### src/rtl/memory_unit_pkg.sv
// Shared constants and types for the serial-in capture register.
//
// Contents:
//   MU_WIDTH   - number of storage bits in the captured word (16)
//   MU_ADDR_W  - write-address counter width, clog2(MU_WIDTH) (4)
//   mu_addr_t  - write-address type
//   mu_word_t  - captured-word type
package memory_unit_pkg;

  localparam int MU_WIDTH  = 16;
  localparam int MU_ADDR_W = 4;

  typedef logic [MU_ADDR_W-1:0] mu_addr_t;
  typedef logic [MU_WIDTH-1:0]  mu_word_t;

endpackage

### src/rtl/mu_addr_counter.sv
// Free-running write-address counter for memory_unit.
//
// Counts up by one on every rising reclk edge, modulo 2^ADDR_W, and clears
// synchronously on rst. With MEMORY_UNIT_WRAP_FLAG_EN defined it also emits
// a registered terminal-count strobe that is high for the one period after
// the edge on which the count rolls from all-ones back to zero.
//
// Ports:
//   reclk  in   1       rising-edge clock
//   rst    in   1       synchronous active-high reset
//   count  out  ADDR_W  current address (the bit written on the next edge)
//   tc     out  1       terminal-count strobe (MEMORY_UNIT_WRAP_FLAG_EN only)
module mu_addr_counter
  import memory_unit_pkg::*;
#(
  parameter int ADDR_W = MU_ADDR_W
) (
  input  logic              reclk,
  input  logic              rst,
  output logic [ADDR_W-1:0] count
`ifdef MEMORY_UNIT_WRAP_FLAG_EN
  ,
  output logic              tc
`endif
);

  logic [ADDR_W-1:0] count_q;
  logic [ADDR_W-1:0] count_d;

  always_comb begin
    count_d = count_q + ADDR_W'(1);
  end

  always_ff @(posedge reclk) begin
    if (rst) begin
      count_q <= '0;
    end else begin
      count_q <= count_d;
    end
  end

  assign count = count_q;

`ifdef MEMORY_UNIT_WRAP_FLAG_EN
  logic tc_q;
  logic tc_d;

  // The edge that writes the top bit is the one that rolls the count over,
  // so the strobe is set when the pre-edge count is all ones.
  always_comb begin
    tc_d = (count_q == {ADDR_W{1'b1}});
  end

  always_ff @(posedge reclk) begin
    if (rst) begin
      tc_q <= 1'b0;
    end else begin
      tc_q <= tc_d;
    end
  end

  assign tc = tc_q;
`endif

endmodule

### src/rtl/memory_unit.sv
// Serial-in, bit-addressed capture register.
//
// On every rising reclk edge the single-bit data input is stored into the
// bit of out selected by the current count, then the count advances. The
// count wraps freely, so after the top bit is written writing continues at
// bit 0 and overwrites the oldest data. Reset clears the word and the count
// on the edge it is sampled; no write happens on a reset edge.
//
// Optional feature macro: MEMORY_UNIT_WRAP_FLAG_EN adds the wrap output.
//
// Parameters:
//   WIDTH   number of storage bits (default 16)
//   ADDR_W  counter width, must equal clog2(WIDTH) (default 4)
//
// Ports:
//   reclk  in   1       rising-edge clock (edge-detected pulse train)
//   rst    in   1       synchronous active-high reset
//   data   in   1       serial bit to store
//   count  out  ADDR_W  current write address
//   out    out  WIDTH   stored word (registered)
//   wrap   out  1       one-period strobe after the edge that writes the top
//                       bit (MEMORY_UNIT_WRAP_FLAG_EN only)
module memory_unit
  import memory_unit_pkg::*;
#(
  parameter int WIDTH  = MU_WIDTH,
  parameter int ADDR_W = MU_ADDR_W
) (
  input  logic              reclk,
  input  logic              rst,
  input  logic              data,
  output logic [ADDR_W-1:0] count,
  output logic [WIDTH-1:0]  out
`ifdef MEMORY_UNIT_WRAP_FLAG_EN
  ,
  output logic              wrap
`endif
);

  logic [ADDR_W-1:0] addr;
  logic [WIDTH-1:0]  we;
  logic [WIDTH-1:0]  out_q;
  logic [WIDTH-1:0]  out_d;

  mu_addr_counter #(
    .ADDR_W (ADDR_W)
  ) u_addr_counter (
    .reclk (reclk),
    .rst   (rst),
    .count (addr)
`ifdef MEMORY_UNIT_WRAP_FLAG_EN
    ,
    .tc    (wrap)
`endif
  );

  // One-hot write enable: exactly one bit of the word is addressed per edge.
  always_comb begin
    we = '0;
    for (int i = 0; i < WIDTH; i++) begin
      we[i] = (addr == ADDR_W'(i));
    end
  end

  // Addressed bit takes data as-is (X/Z included); all others hold.
  always_comb begin
    out_d = out_q;
    for (int i = 0; i < WIDTH; i++) begin
      if (we[i]) begin
        out_d[i] = data;
      end
    end
  end

  always_ff @(posedge reclk) begin
    if (rst) begin
      out_q <= '0;
    end else begin
      out_q <= out_d;
    end
  end

  assign count = addr;
  assign out   = out_q;

endmodule

### config.mk
export PLATFORM = sky130hd
export DESIGN_NAME = memory_unit
export DESIGN_NICKNAME = d
export VERILOG_FILES = /design/src/rtl/memory_unit_pkg.sv /design/src/rtl/mu_addr_counter.sv /design/src/rtl/memory_unit.sv
export SDC_FILE = /design/constraint.sdc
export NUM_CORES = 1
export LEC_CHECK = 0
export ABC_AREA = 1
export ABC_CLOCK_PERIOD_IN_PS = 1100
export CAP_MARGIN = 20
export CELL_PAD_IN_SITES_DETAIL_PLACEMENT = 1
export CELL_PAD_IN_SITES_GLOBAL_PLACEMENT = 2
export CORE_ASPECT_RATIO = 1.25
export CORE_MARGIN = 4
export CORE_UTILIZATION = 25
export DETAILED_ROUTE_END_ITERATION = 8
export PLACE_DENSITY_LB_ADDON = 0.1
export SYNTH_ARGS = -nofsm -noshare
export SYNTH_HDL_FRONTEND = slang
export SYNTH_HIERARCHICAL = 1
export SYNTH_SLANG_ARGS = --single-unit
### constraint.sdc
create_clock -name reclk -period 1.1 [get_ports reclk]
set_input_delay 0.11 -clock reclk [delete_from_list [all_inputs] [get_ports reclk]]
set_output_delay 0.11 -clock reclk [all_outputs]
set_load 0.01 [all_outputs]
==> reports/metrics.yaml <==
synth-edff-count: 0
final_nets: 157
core_um2: 3250
first_pass_iters: 4
period_needed_ns: 1.06
critPathSlowestCell: "dfxtp_2"
dieArea_um2: 4420
gp_congestion: 0.664
critPathCaptureType: "flop"
synth_cells: 116
drive_above_1_share_pct: 30.3
fin_util_pct: 40.4
setup_viol: 0
mostFrequentLayoutCells: "nor2_1 (23), nand2_1 (20), dlygate4sd2_1 (18), dfxtp_1 (16), a21oi_1 (15)"
use_met3_pct: 2.28
num_vias: 871
rsz0062_at_grt: "yes"
synth-compound-area-share_pct: 8.78
finalPower_mw: 1.64
rr_startpoint: "u_addr_counter/count[2]"
antenna_left: 0
r2r-end: "out[6]"
gr-total-overflow: 0
p_per_area_nw_per_um2: 1250
dieHeight_um: 73.4
die_w_um: 60.3
tns_ns: 0
routed_wl_um: 2270
final_cells: 189
final_common_cell: "nor2_1"
hold_violations: 0
routedWlPerCell_um: 12.0
crit_arrival_ns: 1.21
cp.required_ns: 1.26
first_global_vias: 857
ys.flop_type: "dfxtp_1"
hpwl_um: 1620
diodes: 0
cp_max_fo: 8
critPathLaunch: "u_addr_counter/count[2]"
cts_root_buf: "clkbuf_8"
port_buffers: 22
boundaryPins: 23
grt_use_met2_pct: 18.5
yosysUniqueCellTypes: 15
start_util_pct: 26.3
track_usage_pct: 11.5
path_cells: "buf_6 > inv_4 > nor2_4 > nand3_1 > nand2_1 > nor2_1"
fill_cells: 412
syn-num-nets: 120
crit_type: "reg2reg"
drv_cap: 0
synthXorXnorAreaFrac_pct: 1.02
routed_via_density: 4.61
yosys_warnings: 6
ir_worst_vdd_mv: 0.606
critPathMaxStageDelay_ns: 0.35
yosys.area_share.simple_pct: 36.0
hold_buffers: 0
tightest_slew_ns: 0.353
max_clock_freq_ghz: 0.946
synth_top_family_by_area: "simple AND/OR/NAND/NOR gates"
cts_sinks: 20
pre_cts_ws_ns: -0.00341
clockBufferDepth: 2
use_met1_pct: 14.8
status: "finished clean"
postSynth.asyncResetShare_pct: 0
antenna_found_initial: 0
synthAdderAreaFrac_pct: 1.46
finalCritPeriodShare_pct: 96.1
leakagePower_nw: 0.612
rows: 23
htree_num_levels: 1
drv_slew: 0
skew_ns: 0.00359
grt_first_pass_wirelength_um: 3830
cp-start-kind: "flop"
clock_latency_ns: 0.26
reg2reg_depth: 6
cts_made_buffers: 3
grt_max_degree: 17
cts_tree: "yes"
r2r_setup_slack_ns: 0.04
area_growth_pct: 53.7
dp.cells: 182
path_clk_slew_ns: 0.08
ys_seq_elements: 20
synthMuxAreaShare_pct: 0
relSlewSlack_pct: 76.5
gr-max-usage-layer: "met2"
ys_seq_area_share_pct: 46.9
fin_ws_ns: 0.0425
drc: 0
avgSynthCellArea_um2: 7.37
critPathCapture: "out[6]"
hp-class: "reg2reg"
initialDrtViolationCount: 18
syn_area_um2: 855
## registers in the layout, indices dropped and copies added, names as in the netlist
| register | flops |
|---|---|
| out | 16 |
| u_addr_counter/count | 4 |
## metrics by stage
step,cell area (um^2),hold slack (ns)
finish,1310,0.476
global route,1310,0.517
CTS,1210,0.487
detailed placement,1180,0.471
global placement,1180,0.460
floorplan,855,0.177
## cells by family (layout without fill, tap and decap cells)
family          count (synthesis)  count (layout)
simple gates                   66              66
buf+inv                        13              49
xor+xnor                        1               1
compound gates                 15              15
flops                          20              20
fa+ha+maj                       1               1
## repair_timing
item / CTS / global route
setup endpoints to repair: 23 / 17
pin swaps: 0 / 6
gates resized for setup: 23 / 23
buffers inserted: 0 / 3
## critical path, delay by kind of cell (launching register included)
family | cells | cell delay [ns]
flops | 1 | 0.35
simple gates | 4 | 0.45
buf+inv | 2 | 0.17
## final cells by class
| cell class | count | area [um^2] | share of cell area (%) |
|---|---|---|---|
| Tap cell | 37 | 46.3 | 3.52 |
| Timing Repair Buffer | 34 | 304 | 23.1 |
| Sequential cell | 20 | 405 | 30.9 |
| Multi-Input combinational cell | 83 | 452 | 34.4 |
| Clock buffer | 4 | 55.1 | 4.19 |
| Inverter | 11 | 51.3 | 3.90 |
## routing by layer
metal | part of all wire [%] | vias up
met1 | 47 | 406
met5 | 0 | -
met3 | 3.7 | 5
met4 | 1.4 | 0
met2 | 48 | 17
li1 | - | 443
## synthesized netlist by cell type, types with 2 or more instances
| master | count | share of area [%] |
|---|---|---|
| nand3_1 | 15 | 8.8 |
| dfxtp_1 | 20 | 47 |
| nor2_4 | 4 | 5.3 |
| clkinv_1 | 2 | 0.88 |
| nand2_1 | 21 | 9.2 |
| inv_2 | 6 | 2.6 |
| nor2_1 | 23 | 10 |
| inv_1 | 3 | 1.3 |
| a21oi_1 | 15 | 8.8 |
| nor2_2 | 2 | 1.5 |
## where the power goes
| group | switching, mW | internal [mW] |
|---|---|---|
| registers | 0.0149 | 0.753 |
| logic | 0.170 | 0.131 |
| clock network | 0.249 | 0.318 |
## worst min-delay path by stage
| stage | from | to | slack, ns | cells past startpoint |
|---|---|---|---|---|
| 2_1_floorplan | rst | u_addr_counter/count[0] | 0.18 | 1 |
| 3_3_place_gp | out[1] | out[1] | 0.46 | 2 |
| 3_5_place_dp | out[1] | out[1] | 0.47 | 2 |
| 4_1_cts | out[1] | out[1] | 0.49 | 2 |
| 5_1_grt | out[6] | out[6] | 0.52 | 2 |
| 6_report | out[1] | out[1] | 0.48 | 2 |
(Power assumes the default switching activity.)
